File: src/rtl/alu_seq.sv
// Two-cycle sequencer around an external combinational ALU, with a 4x4 register file and flags; optional carry chain under ALU_SEQ_CARRY_CHAIN_EN.
// Latency: accept at edge k, write-back and done at edge k+1; one instruction every two cycles.
// Backpressure: instr_ready is low for the single EXEC cycle; instructions offered then are not taken.
module alu_seq (
    input  logic        clk,
    input  logic        reset_n,
    input  logic        instr_valid,
    output logic        instr_ready,
    input  logic [10:0] instr,
    input  logic        ld_en,
    input  logic [1:0]  ld_addr,
    input  logic [3:0]  ld_data,
    input  logic [1:0]  rd_addr,
    output logic [3:0]  rd_data,
    output logic [3:0]  alu_a,
    output logic [3:0]  alu_b,
    output logic        alu_cin,
    output logic        alu_l,
    output logic [1:0]  alu_op,
    input  logic [3:0]  alu_r,
    input  logic        alu_zero,
    input  logic        alu_cout,
    input  logic        alu_sign,
    output logic        flag_z,
    output logic        flag_c,
    output logic        flag_s,
    output logic [3:0]  result,
    output logic        done
);

    typedef struct packed {
        logic       l;
        logic [1:0] aluop;
        logic       cin;
        logic       uc;
        logic [1:0] rd;
        logic [1:0] rs1;
        logic [1:0] rs2;
    } instr_t;

    typedef enum logic {IDLE = 1'b0, EXEC = 1'b1} state_t;

    state_t     state;
    instr_t     ins;
    logic [3:0] regs [4];
    logic [1:0] rd_q;
    logic       cin_next;

    assign ins         = instr_t'(instr);
    assign instr_ready = (state == IDLE);
    assign rd_data     = regs[rd_addr];

`ifdef ALU_SEQ_CARRY_CHAIN_EN
    // flag_c here is the value before the accept edge, i.e. from the previous write-back
    assign cin_next = ins.cin | (ins.uc & flag_c);
`else
    logic unused_uc;
    assign unused_uc = ins.uc;
    assign cin_next  = ins.cin;
`endif

    always_ff @(posedge clk or negedge reset_n) begin
        if (!reset_n) begin
            state   <= IDLE;
            alu_a   <= '0;
            alu_b   <= '0;
            alu_op  <= '0;
            alu_l   <= 1'b0;
            alu_cin <= 1'b0;
            rd_q    <= '0;
            result  <= '0;
            flag_z  <= 1'b0;
            flag_c  <= 1'b0;
            flag_s  <= 1'b0;
            done    <= 1'b0;
        end else begin
            done <= 1'b0;
            if (state == IDLE) begin
                if (instr_valid) begin
                    alu_a   <= regs[ins.rs1];
                    alu_b   <= regs[ins.rs2];
                    alu_op  <= ins.aluop;
                    alu_l   <= ins.l;
                    alu_cin <= cin_next;
                    rd_q    <= ins.rd;
                    state   <= EXEC;
                end
            end else begin
                result <= alu_r;
                flag_z <= alu_zero;
                flag_c <= alu_cout;
                flag_s <= alu_sign;
                done   <= 1'b1;
                state  <= IDLE;
            end
        end
    end

    // Write-back is issued after the external load so it takes priority on an address clash
    always_ff @(posedge clk or negedge reset_n) begin
        if (!reset_n) begin
            for (int i = 0; i < 4; i++) regs[i] <= '0;
        end else begin
            if (ld_en) regs[ld_addr] <= ld_data;
            if (state == EXEC) regs[rd_q] <= alu_r;
        end
    end

endmodule

File: config.mk
export PLATFORM = sky130hd
export DESIGN_NAME = alu_seq
export DESIGN_NICKNAME = d
export VERILOG_FILES = /design/src/rtl/alu_seq.sv
export SDC_FILE = /design/constraint.sdc
export NUM_CORES = 1
export LEC_CHECK = 0
export BUFFER_PORTS_ARGS = -buffer_cell sky130_fd_sc_hd__buf_2
export CELL_PAD_IN_SITES_DETAIL_PLACEMENT = 1
export CELL_PAD_IN_SITES_GLOBAL_PLACEMENT = 1
export CORE_MARGIN = 3
export CORE_UTILIZATION = 41
export CTS_BUF_LIST = sky130_fd_sc_hd__clkbuf_8 sky130_fd_sc_hd__clkbuf_16
export DETAILED_ROUTE_END_ITERATION = 8
export PLACE_DENSITY_LB_ADDON = 0.1
export REMOVE_ABC_BUFFERS = 1
export SLEW_MARGIN = 25
export SYNTH_ARGS = -nofsm -noshare
export SYNTH_HDL_FRONTEND = slang
export SYNTH_SLANG_ARGS = --single-unit
File: constraint.sdc
create_clock -name clk -period 1.6 [get_ports clk]
set_input_delay 0.16 -clock clk [delete_from_list [all_inputs] [get_ports clk]]
set_output_delay 0.16 -clock clk [all_outputs]
set_load 0.05 [all_outputs]
# After elaboration in Yosys (flattened, before gate mapping)
# Index checks and enable logic that the tools add are counted.
# word_totals
ff_bits	39
input_bits	30
out_inout_bits	25
wordCells	52
# op_classes
n_lt_le_gt_ge	7
n_mux	20
bitwise_logic	6
n_reduce_logical	3
# ops
operator	n
$bwmux 16	2
$mux 16	2
$mux 4	8
$bmux 4 s2	3
$demux 4 s2	2
$ge 3x3->1 const B	5
$not 2->3	5
$lt 3x1->1 const B	2
$mux 1	3
$logic_and 1x1->1	2
$reduce_and 2->1	1
$not 1->1	1

# Longest topological paths before layout
# logic_depth
word_depth	9
mapped_depth	4
ltp_nobuf	3

# Worst setup path after synthesis
# OpenSTA, ideal clock, no wires.
# synth_path
kind	flip-flop to flip-flop
from	reg state
to	reg alu_cin
setup_ns	0.125
t_arrival_ns	1.145
required_ns	1.475
slack_ns	0.330
path_stages_with_launch	5
n_path_buf	2
synth_period_minus_slack_ns	1.270
path_cell_list	dfrtp_1 -> nor2b_1 -> buf_2 -> buf_4 -> mux2_2
# synth_between
elab_chain_len	2
# synth_rtl
item	line	text
from (decl)	43	state_t state;
from (signal assigned)	64	state <= IDLE;
from (signal assigned)	86	state <= EXEC;
from (signal assigned)	94	state <= IDLE;
$not 1->1 (no line)	n/a	
$reduce_and 2->1 (no line)	n/a	
to (signal assigned)	84	alu_cin <= cin_next;
to (decl)	17	output logic alu_cin,
# No other way between the ends.
# A chain may end at the register's enable or synchronous reset.

# Final worst setup path
# layout_path
from	reg regs[6] in the netlist's numbering
to	out rd_data[2]
# layout_between
elab_chain_len	3
# layout_rtl
item	line	text
from (decl)	45	logic [3:0] regs [4];
from (signal, indexed assignment)	104	if (ld_en) regs[ld_addr] <= ld_data;
from (signal, indexed assignment)	105	if (state == EXEC) regs[rd_q] <= alu_r;
$bmux 4 s2	51	assign rd_data = regs[rd_addr];
$mux 4 (not written as such) (2 in a row)	51	
to (decl)	14	output logic [3:0] rd_data,
# No other way between the ends. The select of a mux whose other input is x is not followed.

==> metrics <==
total setup buffers inserted after CTS 0; Net Sw Power approximately 1500 uW; hold violation count in the final report 0; endpoint of the worst hold-timing path alu_op[0]$_DFFE_PN0P_; power share of the clock group between 20% and 30%; period utilisation layout a little over nine tenths; per-instance average area after synthesis 14.1 sq um; worst slew slack as a fraction of its limit 65.7%; weighted congestion reported at the end of routability-driven placement 0.768; Worst Slack Setup Final between 0.05 and 0.06 ns; diode insertion count for antenna repair 0; Clock Sinks 39; number of iterations in the first detailed-routing pass 2; antenna violations before repair 0; Worst R2R Setup Slack about 0.23 ns; power density relative to cell area roughly 1600 nW/um^2; outcome complete, no violations; CP Class reg -> out; area added between synthesis and finish 25.1%; ratio of cells with drive above 1 in the final layout a little under half; maximum clock frequency 0.645 GHz; global-route wire length before repair a little over 7 mm; post-detail-place hpwl ~3.5 mm; beginning of the worst register-to-register path state$_DFF_PN0_; transition time at the pin with the least slew margin roughly 0.51 ns; clock tree from TritonCTS yes; share of the synthesized area in the top cell type between 50% and 60%; Final ANT Viol Nets 0; Fin Hold WS roughly 0.094 ns; worst setup skew after layout 0.00774 ns; maximum resistive drop on vdd 0.000578 V; number of top-level pins 55; Yosys Warn Count 0; design internal power roughly 2300 uW; worst min-delay path category in -> reg; terminus of the critical flop-to-flop path alu_b[1]$_DFFE_PN0P_; die width between 70 and 80 um; number of DRC markers in iteration 0 63; clock-pin transition on the worst setup and hold timing paths 0.08 ns; worst endpoint required time about 1.4 ns; setup violation total in the final timing report 0; unique cell type count in the Yosys netlist 20; combined area of all synthesized cells between 1500 and 2000 sq um; vias in the first global route approximately 1400; fin crit period about 1.5 ns; Buffers on Ports between 50 and 60; number of synthesized register bits 39; chip height 74.4 um; final slew viol count 0; H-tree lvl count 2; clock root buffer clkbuf_8; core region area between 4000 and 5000 sq um; total die area 5540 sq um; sequential power share 38.5%; detail-routed net length per standard cell ~18 um; clk buf depth 2; instance count along the most critical hold path 2; net switching fraction of the power between 30% and 40%; Comb pwr share between 30 and 40%; DRC violations left 0; sequential fraction of the synthesis area around half; via count ~1400; global route overflow 0; number of vias per cell after detailed routing 5.50; Initial Util roughly 43%; max capacitance violation total 0; All-Layer GR Usage between 15 and 20%; Leakage Power about 0.0012 uW; wire length after detailed routing 4.50 mm; cell types with the largest area share after synthesis dfrtp_1 (51%), mux2_2 (11%), mux4_1 (9.6%); CTS Buf Count 5; clock latency reported for the late side of the worst-skew pair 0.29 ns; unrepaired setup endpoints after global routing false; Yosys top cell by area dfrtp_1; cell depth of the worst flop-to-flop path 3; count of nets after finishing around 230; FP Rows 24; Critical Path Start Type flop; arrival time at the worst endpoint approximately 1.4 ns; Critical Path End Type primary output; biggest fanout along the worst timing path 4; pin count of the biggest net entering global routing 21; cells after synthesis around 140; Min-Delay Startpoint instr[8]; worst setup slack after placement between 0.2 and 0.25 ns
[flip-flops by register name (all words and copies together) (netlist names)]
name     count
alu_a        4
alu_b        4
alu_cin      1
alu_l        1
alu_op       2
done         1
flag_c       1
flag_s       1
flag_z       1
rd_q         2
regs        16
result       4
state        1
[timing repair]
action / 4_1_cts / 5_1_grt
setup endpoints to repair: 0 / 4
hold buffers: 1 / 0
endpoints found under the hold margin: 19 / 0
gates resized for setup: 0 / 9
[through the flow]
step | util, % | instance area [sq um] | cells | TNS (ns) | power [uW]
3_3_place_gp | 50.9 | 2260 | 239 | 0 | 2850
3_5_place_dp | 50.9 | 2260 | 239 | 0 | 2910
5_1_grt | 54.1 | 2400 | 248 | 0 | 3960
6_report | 54.1 | 2400 | 248 | 0 | 3760
4_1_cts | 53.8 | 2390 | 248 | 0 | 3780
2_1_floorplan | - | 1890 | 130 | -3.02 | 2500
[cell type report]
| type | instances | area, sq um |
|---|---|---|
| tap | 52 | 65.1 |
| inverter | 1 | 3.75 |
| timing repair buffer | 58 | 332 |
| clock buffer | 6 | 82.6 |
| fill | 466 | 2040 |
| multi-input combinational | 90 | 910 |
| sequential | 39 | 976 |
| clock inverter | 2 | 35.0 |
[layer usage]
| metal | routed length (um) | part of all wire [%] | global-route usage (%) |
|---|---|---|---|
| met5 | 0 | 0 | 0 |
| met4 | 49 | 1.1 | 5.93 |
| met3 | 290 | 6.4 | 4.73 |
| met2 | 2140 | 48 | 28.6 |
| met1 | 2020 | 45 | 23.5 |
[worst max-delay path: stages (launching register included)]
cell     delay (ns)
dfrtp_1        0.43
mux4_2         0.46
buf_4          0.20
[cell usage in the layout (no fill, tap or decap), types with 4 or more instances in the layout]
master,Yosys,routed
mux4_1,7,7
mux4_2,5,5
clkbuf_8,0,6
buf_2,4,49
mux2i_1,16,16
nor2_1,12,12
nand2_1,4,4
buf_4,1,6
mux2_2,18,18
o21ai_0,4,4
a21oi_1,12,12
nand3b_1,4,4
dfrtp_1,39,39
[how the worst max path moves through the flow]
stage / start / to / slack [ns]
3_5_place_dp: state$_DFF_PN0_ / alu_b[1]$_DFFE_PN0P_ / 0.22
6_report: regs[6]$_DFF_PN0_ / rd_data[2] / 0.05
2_1_floorplan: state$_DFF_PN0_ / alu_cin$_DFFE_PN0P_ / -0.23
3_3_place_gp: state$_DFF_PN0_ / alu_b[0]$_DFFE_PN0P_ / 0.28
5_1_grt: regs[6]$_DFF_PN0_ / rd_data[2] / 0.002
4_1_cts: regs[0]$_DFF_PN0_ / rd_data[0] / 0.02
[power groups by stage]
stage / clock (uW) / combinational (uW) / sequential (uW)
finish: 853 / 1460 / 1450
CTS: 882 / 1440 / 1450
global route: 914 / 1550 / 1490
floorplan: 0 / 620 / 1880
detailed placement: 0 / 1440 / 1470
global placement: 0 / 1400 / 1440
[cell families after synthesis]
| logic type | Yosys count | share of synthesized area (%) |
|---|---|---|
| compound gates | 16 | 4.17 |
| flops | 39 | 50.8 |
| simple gates | 25 | 6.51 |
| mux | 49 | 36.7 |
| buf+inv | 7 | 1.82 |
[synth_stat cells]
cell type and count:
dfrtp_1 39, mux2_2 18, mux2i_1 16, a21oi_1 12, nor2_1 12, mux4_1 7
mux4_2 5, buf_2 4, nand2_1 4, nand3b_1 4, o21ai_0 4, mux2_4 3
and3_1 1, buf_4 1, clkbuf_1 1, inv_1 1, nand3_1 1, nor2b_1 1
or3b_1 1, or3b_2 1
(Power assumes the default switching activity.)
